<file path="config.mk">
export PLATFORM = sky130hd
export DESIGN_NAME = ysyx_25040111_mem_arbiter_rr_flat
export DESIGN_NICKNAME = d
export VERILOG_FILES = /design/src/rtl/ysyx_25040111_mem_arbiter_rr_if.sv /design/src/rtl/ysyx_25040111_mem_arbiter_rr.sv /design/src/flat_wrapper.sv
export SDC_FILE = /design/constraint.sdc
export NUM_CORES = 1
export LEC_CHECK = 0
export BUFFER_PORTS_ARGS = -buffer_cell sky130_fd_sc_hd__buf_2
export CAP_MARGIN = 20
export CORE_AREA = 2 2 132 134
export CTS_CLUSTER_DIAMETER = 80
export DETAILED_ROUTE_END_ITERATION = 8
export DIE_AREA = 0 0 134 136
export MAX_ROUTING_LAYER = met4
export PLACE_DENSITY = 0.66
export SLEW_MARGIN = 20
export SYNTH_ARGS = -nofsm -noshare
export SYNTH_HDL_FRONTEND = slang
export SYNTH_SLANG_ARGS = --single-unit
</file>
<file path="constraint.sdc">
create_clock -name clock -period 13.98 [get_ports clock]
set_input_delay 2.097 -clock clock [delete_from_list [all_inputs] [get_ports clock]]
set_output_delay 2.097 -clock clock [all_outputs]
set_load 0.01 [all_outputs]
</file>
<file path="src/rtl/ysyx_25040111_mem_arbiter_rr_if.sv">
// Bus bundle between the requesting masters, the arbiter and the single LSU port.
// The slave modport is the arbiter's view; the master modport is the surrounding system's view.
interface ysyx_25040111_mem_arbiter_rr_if #(
    parameter int NUM_MST = 2,
    parameter int AW      = 32,
    parameter int DW      = 32,
    parameter int LW      = 8
);
    logic [NUM_MST-1:0]    m_req_valid;
    logic [NUM_MST-1:0]    m_req_ready;
    logic [NUM_MST-1:0]    m_req_write;
    logic [NUM_MST*AW-1:0] m_req_addr;
    logic [NUM_MST*DW-1:0] m_req_wdata;
    logic [NUM_MST*2-1:0]  m_req_mask;
    logic [NUM_MST-1:0]    m_req_burst;
    logic [NUM_MST*LW-1:0] m_req_len;
    logic [NUM_MST-1:0]    m_req_sign;
    logic [NUM_MST-1:0]    m_rsp_valid;
    logic [DW-1:0]         m_rsp_data;
    logic                  m_rsp_last;

    logic                  lsu_rvalid;
    logic                  lsu_rready;
    logic [DW-1:0]         lsu_rdata;
    logic [AW-1:0]         lsu_raddr;
    logic [LW-1:0]         lsu_rlen;
    logic                  lsu_burst;
    logic [1:0]            lsu_rmask;
    logic                  lsu_rsign;
    logic                  lsu_wvalid;
    logic                  lsu_wready;
    logic [AW-1:0]         lsu_waddr;
    logic [DW-1:0]         lsu_wdata;
    logic [1:0]            lsu_wmask;

    modport slave (
        input  m_req_valid, m_req_write, m_req_addr, m_req_wdata, m_req_mask,
               m_req_burst, m_req_len, m_req_sign,
               lsu_rready, lsu_rdata, lsu_wready,
        output m_req_ready, m_rsp_valid, m_rsp_data, m_rsp_last,
               lsu_rvalid, lsu_raddr, lsu_rlen, lsu_burst, lsu_rmask, lsu_rsign,
               lsu_wvalid, lsu_waddr, lsu_wdata, lsu_wmask
    );

    modport master (
        output m_req_valid, m_req_write, m_req_addr, m_req_wdata, m_req_mask,
               m_req_burst, m_req_len, m_req_sign,
               lsu_rready, lsu_rdata, lsu_wready,
        input  m_req_ready, m_rsp_valid, m_rsp_data, m_rsp_last,
               lsu_rvalid, lsu_raddr, lsu_rlen, lsu_burst, lsu_rmask, lsu_rsign,
               lsu_wvalid, lsu_waddr, lsu_wdata, lsu_wmask
    );
endinterface

</file>
<file path="src/rtl/ysyx_25040111_mem_arbiter_rr.sv">
// N-master arbiter in front of the single LSU memory port: grants one request at a time
// (round-robin or fixed priority) and steers read beats / write acks back to the owner.
module ysyx_25040111_mem_arbiter_rr #(
    parameter int NUM_MST    = 2,
    parameter int AW         = 32,
    parameter int DW         = 32,
    parameter int LW         = 8,
    parameter int FIXED_PRIO = 0
) (
    input  logic                          clock,
    input  logic                          reset,
    ysyx_25040111_mem_arbiter_rr_if.slave io_bus
);
    localparam int IW  = (NUM_MST > 1) ? $clog2(NUM_MST) : 1;
    localparam int IWP = IW + 1;

    typedef enum logic [1:0] {
        ST_IDLE = 2'd0,
        ST_RD   = 2'd1,
        ST_WR   = 2'd2
    } state_t;

    state_t         r_state;
    logic [IW-1:0]  r_ptr;
    logic [IW-1:0]  r_owner;
    logic [LW-1:0]  r_beat;
    logic [LW-1:0]  r_rlen;
    logic           r_rvalid;
    logic           r_burst;
    logic           r_rsign;
    logic [AW-1:0]  r_raddr;
    logic [1:0]     r_rmask;
    logic           r_wvalid;
    logic [AW-1:0]  r_waddr;
    logic [DW-1:0]  r_wdata;
    logic [1:0]     r_wmask;

    logic               w_any;
    logic               w_grant;
    logic               w_last;
    logic [IW-1:0]      w_win;
    logic [IW-1:0]      w_nxt;
    logic [IWP-1:0]     w_idx;
    logic [AW-1:0]      w_addr;
    logic [DW-1:0]      w_wdata;
    logic [1:0]         w_mask;
    logic [LW-1:0]      w_len;
    logic               w_write;
    logic               w_burst;
    logic               w_sign;
    logic [NUM_MST-1:0] w_rsp_valid;
    logic [DW-1:0]      w_rsp_data;
    logic               w_rsp_last;

    // Winner search: scan from the farthest candidate back to the nearest so the nearest set one sticks.
    always_comb begin
        w_win = '0;
        w_idx = '0;
        for (int k = NUM_MST - 1; k >= 0; k--) begin
            if (FIXED_PRIO != 0) begin
                w_idx = IWP'(k);
            end else begin
                w_idx = IWP'(r_ptr) + IWP'(k);
                w_idx = (w_idx >= IWP'(NUM_MST)) ? (w_idx - IWP'(NUM_MST)) : w_idx;
            end
            w_win = io_bus.m_req_valid[w_idx[IW-1:0]] ? w_idx[IW-1:0] : w_win;
        end
    end

    assign w_any   = |io_bus.m_req_valid;
    assign w_grant = ~reset & (r_state == ST_IDLE) & w_any;
    assign w_nxt   = (w_win == IW'(NUM_MST - 1)) ? '0 : (w_win + IW'(1));
    assign w_addr  = io_bus.m_req_addr[int'(w_win)*AW +: AW];
    assign w_wdata = io_bus.m_req_wdata[int'(w_win)*DW +: DW];
    assign w_mask  = io_bus.m_req_mask[int'(w_win)*2 +: 2];
    assign w_len   = io_bus.m_req_len[int'(w_win)*LW +: LW];
    assign w_write = io_bus.m_req_write[w_win];
    assign w_burst = io_bus.m_req_burst[w_win];
    assign w_sign  = io_bus.m_req_sign[w_win];
    assign w_last  = (r_beat == r_rlen);

    // Response steering is combinational so a beat reaches its owner in the cycle the LSU completes it.
    always_comb begin
        w_rsp_valid = '0;
        w_rsp_data  = '0;
        w_rsp_last  = 1'b0;
        case (r_state)
            ST_RD: begin
                if (io_bus.lsu_rready && !reset) begin
                    w_rsp_valid = NUM_MST'(1) << r_owner;
                    w_rsp_data  = io_bus.lsu_rdata;
                    w_rsp_last  = w_last;
                end else begin
                    w_rsp_valid = '0;
                end
            end
            ST_WR: begin
                if (io_bus.lsu_wready && !reset) begin
                    w_rsp_valid = NUM_MST'(1) << r_owner;
                    w_rsp_last  = 1'b1;
                end else begin
                    w_rsp_valid = '0;
                end
            end
            default: begin
                w_rsp_valid = '0;
            end
        endcase
    end

    // Transaction FSM; LSU-facing fields are loaded on grant and cleared on completion so idle outputs read 0.
    always_ff @(posedge clock or posedge reset) begin
        if (reset) begin
            r_state  <= ST_IDLE;
            r_ptr    <= '0;
            r_owner  <= '0;
            r_beat   <= '0;
            r_rlen   <= '0;
            r_rvalid <= 1'b0;
            r_burst  <= 1'b0;
            r_rsign  <= 1'b0;
            r_raddr  <= '0;
            r_rmask  <= 2'b00;
            r_wvalid <= 1'b0;
            r_waddr  <= '0;
            r_wdata  <= '0;
            r_wmask  <= 2'b00;
        end else begin
            case (r_state)
                ST_IDLE: begin
                    if (w_any) begin
                        r_owner <= w_win;
                        r_ptr   <= w_nxt;
                        r_beat  <= '0;
                        if (w_write) begin
                            r_state  <= ST_WR;
                            r_wvalid <= 1'b1;
                            r_waddr  <= w_addr;
                            r_wdata  <= w_wdata;
                            r_wmask  <= w_mask;
                        end else begin
                            r_state  <= ST_RD;
                            r_rvalid <= 1'b1;
                            r_raddr  <= w_addr;
                            r_rmask  <= w_mask;
                            r_rsign  <= w_sign;
                            r_burst  <= w_burst;
                            r_rlen   <= w_burst ? w_len : '0;
                        end
                    end
                end
                ST_RD: begin
                    if (io_bus.lsu_rready) begin
                        r_beat <= r_beat + LW'(1);
                        if (w_last) begin
                            r_state  <= ST_IDLE;
                            r_rvalid <= 1'b0;
                            r_raddr  <= '0;
                            r_rmask  <= 2'b00;
                            r_rsign  <= 1'b0;
                            r_burst  <= 1'b0;
                            r_rlen   <= '0;
                        end
                    end
                end
                ST_WR: begin
                    if (io_bus.lsu_wready) begin
                        r_state  <= ST_IDLE;
                        r_wvalid <= 1'b0;
                        r_waddr  <= '0;
                        r_wdata  <= '0;
                        r_wmask  <= 2'b00;
                    end
                end
                default: begin
                    r_state <= ST_IDLE;
                end
            endcase
        end
    end

    assign io_bus.m_req_ready = w_grant ? (NUM_MST'(1) << w_win) : '0;
    assign io_bus.m_rsp_valid = w_rsp_valid;
    assign io_bus.m_rsp_data  = w_rsp_data;
    assign io_bus.m_rsp_last  = w_rsp_last;
    assign io_bus.lsu_rvalid  = r_rvalid;
    assign io_bus.lsu_raddr   = r_raddr;
    assign io_bus.lsu_rlen    = r_rlen;
    assign io_bus.lsu_burst   = r_burst;
    assign io_bus.lsu_rmask   = r_rmask;
    assign io_bus.lsu_rsign   = r_rsign;
    assign io_bus.lsu_wvalid  = r_wvalid;
    assign io_bus.lsu_waddr   = r_waddr;
    assign io_bus.lsu_wdata   = r_wdata;
    assign io_bus.lsu_wmask   = r_wmask;
endmodule

</file>
<file path="src/flat_wrapper.sv">
// flat-port wrapper written by rule: the top's interface ports become plain ports
module ysyx_25040111_mem_arbiter_rr_flat 
#(
    parameter int NUM_MST    = 2,
    parameter int AW         = 32,
    parameter int DW         = 32,
    parameter int LW         = 8,
    parameter int FIXED_PRIO = 0
)
  (clock, reset, io_bus_m_req_valid, io_bus_m_req_write, io_bus_m_req_addr, io_bus_m_req_wdata, io_bus_m_req_mask, io_bus_m_req_burst, io_bus_m_req_len, io_bus_m_req_sign, io_bus_lsu_rready, io_bus_lsu_rdata, io_bus_lsu_wready, io_bus_m_req_ready, io_bus_m_rsp_valid, io_bus_m_rsp_data, io_bus_m_rsp_last, io_bus_lsu_rvalid, io_bus_lsu_raddr, io_bus_lsu_rlen, io_bus_lsu_burst, io_bus_lsu_rmask, io_bus_lsu_rsign, io_bus_lsu_wvalid, io_bus_lsu_waddr, io_bus_lsu_wdata, io_bus_lsu_wmask);
  ysyx_25040111_mem_arbiter_rr_if #(.NUM_MST(NUM_MST), .AW(AW), .DW(DW), .LW(LW)) io_bus_i ();
  input  logic clock;
  input  logic reset;
  input wire logic [$bits(io_bus_i.m_req_valid)-1:0] io_bus_m_req_valid;
  input wire logic [$bits(io_bus_i.m_req_write)-1:0] io_bus_m_req_write;
  input wire logic [$bits(io_bus_i.m_req_addr)-1:0] io_bus_m_req_addr;
  input wire logic [$bits(io_bus_i.m_req_wdata)-1:0] io_bus_m_req_wdata;
  input wire logic [$bits(io_bus_i.m_req_mask)-1:0] io_bus_m_req_mask;
  input wire logic [$bits(io_bus_i.m_req_burst)-1:0] io_bus_m_req_burst;
  input wire logic [$bits(io_bus_i.m_req_len)-1:0] io_bus_m_req_len;
  input wire logic [$bits(io_bus_i.m_req_sign)-1:0] io_bus_m_req_sign;
  input wire logic [$bits(io_bus_i.lsu_rready)-1:0] io_bus_lsu_rready;
  input wire logic [$bits(io_bus_i.lsu_rdata)-1:0] io_bus_lsu_rdata;
  input wire logic [$bits(io_bus_i.lsu_wready)-1:0] io_bus_lsu_wready;
  output wire logic [$bits(io_bus_i.m_req_ready)-1:0] io_bus_m_req_ready;
  output wire logic [$bits(io_bus_i.m_rsp_valid)-1:0] io_bus_m_rsp_valid;
  output wire logic [$bits(io_bus_i.m_rsp_data)-1:0] io_bus_m_rsp_data;
  output wire logic [$bits(io_bus_i.m_rsp_last)-1:0] io_bus_m_rsp_last;
  output wire logic [$bits(io_bus_i.lsu_rvalid)-1:0] io_bus_lsu_rvalid;
  output wire logic [$bits(io_bus_i.lsu_raddr)-1:0] io_bus_lsu_raddr;
  output wire logic [$bits(io_bus_i.lsu_rlen)-1:0] io_bus_lsu_rlen;
  output wire logic [$bits(io_bus_i.lsu_burst)-1:0] io_bus_lsu_burst;
  output wire logic [$bits(io_bus_i.lsu_rmask)-1:0] io_bus_lsu_rmask;
  output wire logic [$bits(io_bus_i.lsu_rsign)-1:0] io_bus_lsu_rsign;
  output wire logic [$bits(io_bus_i.lsu_wvalid)-1:0] io_bus_lsu_wvalid;
  output wire logic [$bits(io_bus_i.lsu_waddr)-1:0] io_bus_lsu_waddr;
  output wire logic [$bits(io_bus_i.lsu_wdata)-1:0] io_bus_lsu_wdata;
  output wire logic [$bits(io_bus_i.lsu_wmask)-1:0] io_bus_lsu_wmask;
  assign io_bus_i.m_req_valid = io_bus_m_req_valid;
  assign io_bus_i.m_req_write = io_bus_m_req_write;
  assign io_bus_i.m_req_addr = io_bus_m_req_addr;
  assign io_bus_i.m_req_wdata = io_bus_m_req_wdata;
  assign io_bus_i.m_req_mask = io_bus_m_req_mask;
  assign io_bus_i.m_req_burst = io_bus_m_req_burst;
  assign io_bus_i.m_req_len = io_bus_m_req_len;
  assign io_bus_i.m_req_sign = io_bus_m_req_sign;
  assign io_bus_i.lsu_rready = io_bus_lsu_rready;
  assign io_bus_i.lsu_rdata = io_bus_lsu_rdata;
  assign io_bus_i.lsu_wready = io_bus_lsu_wready;
  assign io_bus_m_req_ready = io_bus_i.m_req_ready;
  assign io_bus_m_rsp_valid = io_bus_i.m_rsp_valid;
  assign io_bus_m_rsp_data = io_bus_i.m_rsp_data;
  assign io_bus_m_rsp_last = io_bus_i.m_rsp_last;
  assign io_bus_lsu_rvalid = io_bus_i.lsu_rvalid;
  assign io_bus_lsu_raddr = io_bus_i.lsu_raddr;
  assign io_bus_lsu_rlen = io_bus_i.lsu_rlen;
  assign io_bus_lsu_burst = io_bus_i.lsu_burst;
  assign io_bus_lsu_rmask = io_bus_i.lsu_rmask;
  assign io_bus_lsu_rsign = io_bus_i.lsu_rsign;
  assign io_bus_lsu_wvalid = io_bus_i.lsu_wvalid;
  assign io_bus_lsu_waddr = io_bus_i.lsu_waddr;
  assign io_bus_lsu_wdata = io_bus_i.lsu_wdata;
  assign io_bus_lsu_wmask = io_bus_i.lsu_wmask;
  ysyx_25040111_mem_arbiter_rr #(.NUM_MST(NUM_MST), .AW(AW), .DW(DW), .LW(LW), .FIXED_PRIO(FIXED_PRIO)) u_core (.clock(clock), .reset(reset), .io_bus(io_bus_i));
endmodule
</file>
==> impl_metrics.csv, run 1 <==
group,metric,value,unit
die,die-area,18200,um2
logic_synthesis,yosys.area.top_type,"dfrtp_1",
clock_tree,clkTransAtPathRegs,60,ps
logic_synthesis,synth_edf_count,0,
layout,finalNetCount,1061,
clock_tree,hold_buffers,0,
place,hpwl,12.5,mm
clock_tree,cts_buffer_depth,2,
place,pre_cts_ws,7520,ps
global_route,grt_max_degree,71,
place,placed_area,7750,um2
timing,hold_violations,0,
logic_synthesis,ys_ff_latch,124,
clock_tree,root_buffer,"clkbuf_16",
timing,maxSlewHeadroom,26.8,%
logic_synthesis,synth.area.mux_share,13.1,%
routing,antenna_left,0,
timing,grt_setup_unrepaired,"false",
die,die_y,136,um
power_and_ir_drop,power_density,206,nW/um2
routing,num_vias,5198,
hold_path,hp-start,"u_core.io_bus.lsu_wdata[7]",
global_route,grt_pass1_vias,5090,
logic_synthesis,netlist_area,5880,um2
routing,first_iter_violations,146,
layout,final_util,49.6,%
logic_synthesis,synth_cell_types,38,
timing,holdWs,470,ps
layout,diodes,0,
die,num_io_pins,341,
layout,finalNonFillerCells,1103,
logic_synthesis,syn_avg_cell_area,11.0,um2
critical_path,crit_path_start_kind,"primary input",
critical_path,worstPathArrival,4240,ps
logic_synthesis,synth.area.top_cells,"dfrtp_1 (53%), mux2i_1 (13%), o2bb2ai_1 (6.4%)",
logic_synthesis,synthXorXnorAreaFrac,2.09,%
power_and_ir_drop,vdd_drop_max,0.000170,V
global_route,antenna_found_initial,0,
place,gp_congestion,0.769,
timing,setup_violations,0,
routing,drc,0,
timing,worst_slew_pin_slew,1100,ps
logic_synthesis,synth-simple-area-share,12.6,%
run_status,status,"complete, no violations",
power_and_ir_drop,total_power,1.73,mW
critical_path,worst-path-max-fanout,70,
die,fp.dieW,134,um
timing,finalCriticalPeriod,6340,ps
logic_synthesis,ys_async_sr_fraction,100,%
place,dp.cells,1071,
die,core-area,16900,um2
logic_synthesis,synth_fa_ha_area_share,0.851,%
timing,drv_slew,0,
critical_path,criticalPathCategory,"in2out",
die,rows,48,
power_and_ir_drop,total_leakage_power,4.56,nW
global_route,grt_usage,19.6,%
logic_synthesis,syn-instance-count,536,
global_route,grt_remaining_overflow,0,
clock_tree,cts_buffers,17,
routing,viasPerCell,4.71,
place,io_buffers,340,
layout,stdcell_area,8360,um2
timing,setup_ws,7640,ps
logic_synthesis,synth_top_family_by_area,"compound AO/OA/AOI/OAI gates",
critical_path,critPathCaptureType,"output pin",
global_route,grt_pass1_wl,26.9,mm
logic_synthesis,ys.flop_type,"dfrtp_1",
clock_tree,cts.sinks,124,
run,maxCapViolCount,0,
logic_synthesis,synth_compound_area_share,15.3,%
hold_path,hold_path_class,"reg2reg",
clock_tree,h-tree-depth,4,
timing,fin_tns_setup,0,ps
logic_synthesis,synth_fp_nets,732,
clock_tree,ctsResizeCount,0,
routing,dr.pass1.iters,4,
logic_synthesis,synth_top_area_share,52.8,%
critical_path,crit_path_start,"reset",
timing,finalCritPeriodShare,45.3,%
layout,drive_gt1_share,46.8,%
timing,skew,8.50,ps
die,start_util,34.8,%
clock_tree,cts_tree,"yes",
routing,routedWlPerCell,15.6,um
critical_path,reg2reg_from,"u_core.r_state[0]",
clock_tree,postCtsSetupBuffers,0,
clock_tree,clk_latency,410,ps
timing,timing.fmax,158,MHz
routing,wl,17.2,mm
layout,syn_to_final_growth,42.3,%
logic_synthesis,synth_warnings,0,
logic_synthesis,ys_seq_area_share,52.8,%
critical_path,required,11880,ps
-- metal layers --
| layer | part of all wire [%] | wire, um | track usage, % |
|---|---|---|---|
| met3 | 5.3 | 922 | 4.03 |
| met5 | 0 | 0 | - |
| met4 | 1.5 | 252 | 6.86 |
| met1 | 42 | 7280 | 23.5 |
| met2 | 51 | 8790 | 33.0 |
-- cell usage after synthesis (6+ instances only) --
cell       count
inv_1          6
o21ai_2       20
nand2_1       75
o21ai_0       42
dfrtp_1      124
o21ai_1       10
clkbuf_1      22
nor2_1        13
and2_1        33
buf_2          8
o2bb2ai_1     43
mux2i_1       76
xnor2_1        9
-- power by group --
group          leakage, nW  total, mW  internal (mW)  switching (mW)
clock                0.304      0.456          0.284           0.172
sequential            1.62      0.570          0.495          0.0751
combinational         2.63      0.700          0.275           0.425
total                 4.56       1.73           1.05           0.672
-- logic make-up after synthesis --
kind of cell / after synthesis
AND/OR/NAND/NOR: 151
AO/OA/AOI/OAI: 125
flip-flops: 124
multiplexers: 77
buffers and inverters: 41
XOR/XNOR: 14
adder cells (fa/ha/maj): 4
-- placed cells by master (no fill, tap or decap), types with 13 or more instances in the layout --
cell type | Yosys | final
buf_2 | 8 | 340
o21ai_0 | 42 | 42
and2_1 | 33 | 32
nor2_1 | 13 | 13
nand2_1 | 75 | 74
clkbuf_16 | 0 | 17
o21ai_2 | 20 | 20
mux2i_1 | 76 | 76
dfrtp_1 | 124 | 124
o2bb2ai_1 | 43 | 43
-- critical path, stage by stage --
cell and delay (ps):
buf_2 120, inv_4 620, and3_1 790, o21ai_0 310, nor2_1 140, buf_2 140
-- registers in the layout, summed over array words and instances (netlist names), 2 cells and up --
name                     flops
u_core.r_state               2
u_core.r_beat                8
u_core.io_bus.lsu_wmask      2
u_core.io_bus.lsu_raddr     32
u_core.io_bus.lsu_waddr     32
u_core.io_bus.lsu_wdata     32
u_core.io_bus.lsu_rlen       8
u_core.io_bus.lsu_rmask      2
-- area by class of cell --
class / count / area (um2)
fill: 1616 / 8510
sequential: 124 / 3100
multi-input combinational: 371 / 2600
timing repair buffer: 345 / 1740
clock buffer: 17 / 425
tap: 225 / 282
clock inverter: 15 / 186
inverter: 6 / 25.0
-- path summary, 6_finish.rpt --
kind / endpoint / slack, ps / cells past startpoint
max: io_bus_m_rsp_valid[1] / 7640 / 6
min: u_core.io_bus.lsu_wdata[7] / 470 / 2
max reg2reg: u_core.io_bus.lsu_wdata[14] / 11430 / 8
min reg2reg: u_core.io_bus.lsu_wdata[7] / 470 / 2
max in group asynchronous: u_core.io_bus.lsu_wdata[3] / 10830 / 3
min in group asynchronous: u_core.r_ptr / 1890 / 2
Note: power is estimated with default switching activity, not from simulation.
==> inputs of run 2 (changes only) <==
- ABC_AREA: not set -> 1
- CORE_AREA: 2 2 132 134 -> 2 2 134 136
- DIE_AREA: 0 0 134 136 -> 0 0 136 138
- PLACE_DENSITY: 0.66 -> 0.72
- clock period: 13.98 -> 5.7 ns (I/O delays scaled with it)
==> run 2 against run 1 <==
Via count increased by 19%; critical path depth stayed put; register-to-register slack got worse by 8400 ps; worst setup slack worse by 5200 ps; largest cell class unchanged; largest power group unchanged.
==> impl_metrics.csv, run 2 <==
group,metric,value,unit
run_status,status,"complete, no violations",
timing,finalCriticalPeriod,3250,ps
timing,maxSlewHeadroom,34.6,%
power_and_ir_drop,pwr-share-clk,25.0,%
global_route,grt_remaining_overflow,0,
logic_synthesis,synth_top_area_share,47.4,%
run,maxCapViolCount,0,
global_route,grt_max_degree,73,
timing,grt_setup_unrepaired,"false",
critical_path,worst-path-max-fanout,72,
logic_synthesis,ys_top_cells_by_count,"nand2_1 (297), inv_1 (125), dfrtp_1 (124)",
die,start_util,37.3,%
critical_path,critPathMaxStageDelay,620,ps
critical_path,required,4850,ps
logic_synthesis,ys_ff_latch,124,
routing,routedWlPerCell,13.6,um
timing,worst_slew_pin_slew,982,ps
global_route,grt_pass1_wl,29.9,mm
layout,diodes,0,
power_and_ir_drop,vdd_drop_max,0.000239,V
routing,drc,0,
logic_synthesis,synth_cell_types,35,
timing,skew,12.8,ps
critical_path,critPathTopFamily,"buffers and inverters",
timing,fin_tns_setup,0,ps
logic_synthesis,syn-instance-count,829,
die,core-area,17500,um2
power_and_ir_drop,comb_power_share,42.8,%
timing,timing.fmax,308,MHz
die,fp.dieW,136,um
timing,drv_slew,0,
critical_path,path_cells,"buf_2, inv_4, nand3_1, buf_4, nor2_1, buf_2",
place,dp.cells,1363,
global_route,grt_pass1_vias,6115,
critical_path,critPathMostFrequentCell,"buf_2",
clock_tree,postCtsSetupBuffers,0,
clock_tree,ctsResizeCount,0,
routing,first_iter_violations,242,
power_and_ir_drop,p_int,2.72,mW
layout,stdcell_area,8930,um2
place,placed_area,8300,um2
logic_synthesis,ys_async_sr_fraction,100,%
clock_tree,cts.sinks,124,
critical_path,path_buf_inv,4,
global_route,grt_usage,21.0,%
logic_synthesis,synth_compound_area_share,10.5,%
routing,wl,19.0,mm
timing,finalCritPeriodShare,57.0,%
logic_synthesis,ys.flop_type,"dfrtp_1",
routing,num_vias,6205,
clock_tree,hold_buffers,0,
routing,top_layer,"met4",
logic_synthesis,netlist_area,6540,um2
power_and_ir_drop,total_power,4.62,mW
logic_synthesis,synth_fa_ha_area_share,0.765,%
die,die-area,18800,um2
layout,fillers,1707,
critical_path,reg2reg_slack,3080,ps
layout,syn_to_final_growth,36.5,%
layout,final_util,50.9,%
clock_tree,cts_buffers,17,
routing,dr.pass1.iters,4,
critical_path,critPathCaptureType,"output pin",
logic_synthesis,synth_fp_nets,1025,
critical_path,criticalPathCategory,"in2out",
clock_tree,cts_buffer_depth,2,
routing,antenna_left,0,
logic_synthesis,yosys.area.top_type,"dfrtp_1",
critical_path,worstPathArrival,2390,ps
clock_tree,h-tree-depth,4,
die,rows,49,
routing,viasPerCell,4.45,
clock_tree,cts_tree,"yes",
logic_synthesis,synth_edf_count,0,
logic_synthesis,synth_warnings,0,
power_and_ir_drop,swShare,41.2,%
power_and_ir_drop,seqPwrFrac,32.2,%
routing,dr_wl_met2,9.77,mm
logic_synthesis,syn_avg_cell_area,7.89,um2
global_route,antenna_found_initial,0,
clock_tree,root_buffer,"clkbuf_16",
layout,finalNonFillerCells,1395,
logic_synthesis,synth_top_family_by_area,"simple AND/OR/NAND/NOR gates",
hold_path,hold_path_class,"reg2reg",
die,num_io_pins,341,
critical_path,crit_path_start_kind,"primary input",
logic_synthesis,synth_most_common_cell,"nand2_1",
timing,hold_violations,0,
place,gp_congestion,0.797,
logic_synthesis,synth.area.top_cells,"dfrtp_1 (47%), nand2_1 (17%), inv_1 (7.2%)",
place,hpwl,14.3,mm
routing,wl_met3,1.30,mm
timing,setup_violations,0,
logic_synthesis,ys_seq_area_share,47.4,%
layout,final_common_cell,"buf_2",
power_and_ir_drop,switchingPower,1.90,mW
layout,drive_gt1_share,37.2,%
critical_path,slowest_stage,"inv_4",
logic_synthesis,synthXorXnorAreaFrac,0.937,%
layout,final_cell_mix,"buf_2 (340), nand2_1 (297), inv_1 (124), dfrtp_1 (124), o21ai_0 (62)",
place,io_buffers,340,
logic_synthesis,synth-simple-area-share,23.6,%
layout,finalNetCount,1349,
clock_tree,clkTransAtPathRegs,50,ps
routing,wl_met1,7.61,mm
die,die_y,138,um
logic_synthesis,synth.area.mux_share,4.90,%
power_and_ir_drop,power_density,517,nW/um2
clock_tree,clk_latency,420,ps
power_and_ir_drop,total_leakage_power,5.45,nW
## run 2: changes by cell type after synthesis, sizes merged, moves of 15 or more
cell     previous run  this run
mux2i              76        32
buf                13        28
o2bb2ai            43         0
nand2              75       312
o21ai              72       107
nor2               14        47
inv                 6       128
and2               33         0
## run 2: kinds of logic (layout without fill, tap and decap cells)
family,Yosys count,in the layout
xor+xnor,7,7
simple gates,381,381
mux,32,32
fa+ha+maj,4,4
buf+inv,168,505
flops,124,124
compound gates,113,113
## run 2: power groups by stage
stage                     Combinational [mW]  Clock, mW  Sequential (mW)
after floorplan                         1.18          0             1.66
after CTS                               2.02       1.18             1.49
after detailed placement                2.02          0             1.49
after global routing                    2.21       1.21             1.53
final                                   1.98       1.16             1.49
after global placement                  1.97          0             1.49
## run 2: area by class of cell
cell class | count | area (um2) | area share [%]
timing repair buffer | 344 | 1730 | 19.4
inverter | 129 | 502 | 5.62
clock inverter | 13 | 189 | 2.12
multi-input combinational | 537 | 2680 | 30.0
sequential | 124 | 3100 | 34.7
clock buffer | 19 | 443 | 4.96
tap | 229 | 287 | 3.21
## run 2: through the flow
step | setup slack [ps] | hold slack [ps]
final | 2450 | 461
after global placement | 2420 | 450
after CTS | 2350 | 470
after floorplan | 275 | 467
after global routing | 2190 | 483
after detailed placement | 2360 | 456
## run 2: worst register-to-register path: stages, from the launching register on
cell and delay (ps):
dfrtp_1 370, inv_1 70, nand2_1 90, nand2_4 420, nand2_1 140, nand2_1 130, nand2_1 140, nand3_2 380
buf_4 540, nand2_1 160, o21ai_2 80
## run 2: final timing paths
| path | startpoint | end | depth (start not counted) |
|---|---|---|---|
| min in group asynchronous | reset | u_core.io_bus.lsu_rlen[2] | 2 |
| max in group asynchronous | reset | u_core.io_bus.lsu_rmask[1] | 3 |
| setup / recovery | reset | io_bus_m_rsp_data[23] | 6 |
| setup reg to reg | u_core.r_ptr | u_core.io_bus.lsu_waddr[5] | 10 |
| hold / removal | u_core.io_bus.lsu_rmask[0] | u_core.io_bus.lsu_rmask[0] | 2 |
| hold reg to reg | u_core.io_bus.lsu_rmask[0] | u_core.io_bus.lsu_rmask[0] | 2 |
## run 2: layer usage
layer / global-route usage [%] / vias to the layer above
met4: 6.69 / 0
met3: 4.80 / 18
met1: 22.5 / 2778
li1: - / 3179
met5: - / -
met2: 37.8 / 230
==> inputs of run 3 (changes only) <==
- ABC_AREA: 1 -> 0
- PLACE_DENSITY: 0.72 -> not set
- clock period: 5.7 -> 3.4 ns (I/O delays scaled with it)
==> run 3 against run 2 <==
Die area stayed put; register-to-register slack worse by 2200 ps; power up 56%; sequential share of layout area up 1.9 points; sequential power up 58%; combinational power is 48% higher; largest cell class unchanged; highest routed layer unchanged.
==> impl_metrics.csv, run 3 (synthesized netlist as in run 1, its figures left out) <==
group,metric,value,unit
clock_tree,cts.sinks,124,
global_route,grt_usage,19.1,%
critical_path,crit_path_end,"io_bus_m_rsp_valid[0]",
power_and_ir_drop,total_power,7.19,mW
clock_tree,cts_buffer_depth,2,
global_route,grt_pass1_vias,5060,
layout,drive_gt1_share,47.7,%
routing,viasPerCell,4.70,
timing,maxSlewHeadroom,43.4,%
global_route,grt_max_degree,80,
die,rows,49,
layout,final_common_cell,"buf_2",
critical_path,crit_path_start,"u_core.r_state[1]",
layout,fillers,1698,
critical_path,reg2reg_to,"u_core.io_bus.lsu_waddr[0]",
critical_path,worst-path-max-fanout,33,
clock_tree,cts_tree,"yes",
routing,first_iter_violations,140,
critical_path,criticalPathCategory,"reg2out",
clock_tree,h-tree-depth,4,
critical_path,required,2890,ps
routing,dr.pass1.iters,7,
global_route,grt_remaining_overflow,0,
critical_path,worstPathArrival,2100,ps
timing,skew,8.97,ps
die,die_y,138,um
layout,diodes,0,
layout,syn_to_final_growth,44.1,%
clock_tree,postCtsSetupBuffers,0,
clock_tree,root_buffer,"clkbuf_16",
run_status,status,"complete, no violations",
die,start_util,33.5,%
clock_tree,ctsResizeCount,0,
routing,routedWlPerCell,15.7,um
critical_path,r2r_cells,5,
timing,drv_slew,0,
critical_path,reg2reg_slack,880,ps
timing,finalCriticalPeriod,2610,ps
routing,drc,0,
die,die-area,18800,um2
critical_path,crit_path_start_kind,"flop",
die,num_io_pins,341,
timing,hold_violations,0,
routing,wl,17.5,mm
place,dp.cells,1080,
critical_path,critPathCaptureType,"output pin",
clock_tree,clkTransAtPathRegs,60,ps
power_and_ir_drop,total_leakage_power,4.59,nW
timing,timing.fmax,383,MHz
timing,setup_violations,0,
hold_path,hold_path_class,"in2async",
layout,finalNonFillerCells,1112,
clock_tree,cts_buffers,17,
place,io_buffers,340,
routing,antenna_left,0,
global_route,antenna_found_initial,0,
run,maxCapViolCount,0,
place,hpwl,12.9,mm
routing,num_vias,5230,
timing,grt_setup_unrepaired,"false",
place,gp_congestion,0.785,
clock_tree,clk_latency,410,ps
die,fp.dieW,136,um
global_route,grt_pass1_wl,27.0,mm
layout,finalNetCount,1066,
clock_tree,hold_buffers,0,
power_and_ir_drop,vdd_drop_max,0.000542,V
timing,worst_slew_pin_slew,849,ps
layout,final_cell_mix,"buf_2 (340), dfrtp_1 (124), mux2i_1 (76)",
die,core-area,17500,um2
timing,finalCritPeriodShare,76.7,%
critical_path,reg2reg_from,"u_core.r_state[0]",
power_and_ir_drop,power_density,849,nW/um2
[run 3: changes by cell type in the layout (fill, tap and decap cells not counted), sizes merged, moves of 6 or more]
cell     previous run  this run
nand2             312        75
o21ai             107        72
nor2               47        14
mux2i              32        76
and2                0        33
o2bb2ai             0        43
nand3              12         5
inv               130        10
buf               344       350
[run 3: worst max-delay path: stages, from the launching register on]
cell and delay (ps):
dfrtp_1 390, inv_1 80, ha_1 310, and3_1 220
buf_4 260, o21ai_0 160, nor2_1 120, buf_2 140
[run 3: routing by layer]
layer	vias to the layer above	global-route usage, %	wire, um
met2	208	29.9	8340
met1	2437	24.2	7610
met3	23	4.62	1220
met5	-	-	0
met4	0	6.74	325
li1	2562	-	-
[run 3: worst min-delay path by stage]
stage	cells after the start	from	end
final	3	reset	u_core.io_bus.lsu_raddr[31]
after global routing	3	reset	u_core.io_bus.lsu_rlen[2]
after CTS	3	reset	u_core.io_bus.lsu_raddr[31]
after detailed placement	2	u_core.io_bus.lsu_wmask[0]	u_core.io_bus.lsu_wmask[0]
after global placement	2	u_core.io_bus.lsu_wdata[11]	u_core.io_bus.lsu_wdata[11]
after floorplan	1	u_core.r_ptr	u_core.r_ptr
[run 3: metrics by stage]
| step | instance area (um2) | setup slack (ps) | setup TNS [ps] | hold WS, ps | util [%] |
|---|---|---|---|---|---|
| 2_1_floorplan | 5900 | -406 | -13700 | 472 | - |
| 3_3_place_gp | 7830 | 781 | 0 | 458 | 44.6 |
| 3_5_place_dp | 7840 | 877 | 0 | 461 | 44.7 |
| 4_1_cts | 8470 | 790 | 0 | 141 | 48.3 |
| 5_1_grt | 8470 | 590 | 0 | 173 | 48.3 |
| 6_report | 8470 | 792 | 0 | 158 | 48.3 |
[run 3: report_power, final]
group          switching (mW)  total, mW  leakage [nW]  internal [mW]
sequential              0.319       2.36          1.62           2.04
clock                   0.715       1.90         0.300           1.19
combinational            1.75       2.93          2.68           1.18
[run 3: area by class of cell]
| class | count | area (um2) | share of cell area, % |
|---|---|---|---|
| Timing Repair Buffer | 350 | 1810 | 21.4 |
| Sequential cell | 124 | 3100 | 36.6 |
| Inverter | 6 | 26.3 | 0.310 |
| Clock inverter | 14 | 183 | 2.16 |
| Multi-Input combinational cell | 371 | 2620 | 30.9 |
| Clock buffer | 18 | 439 | 5.19 |
| Tap cell | 229 | 287 | 3.38 |
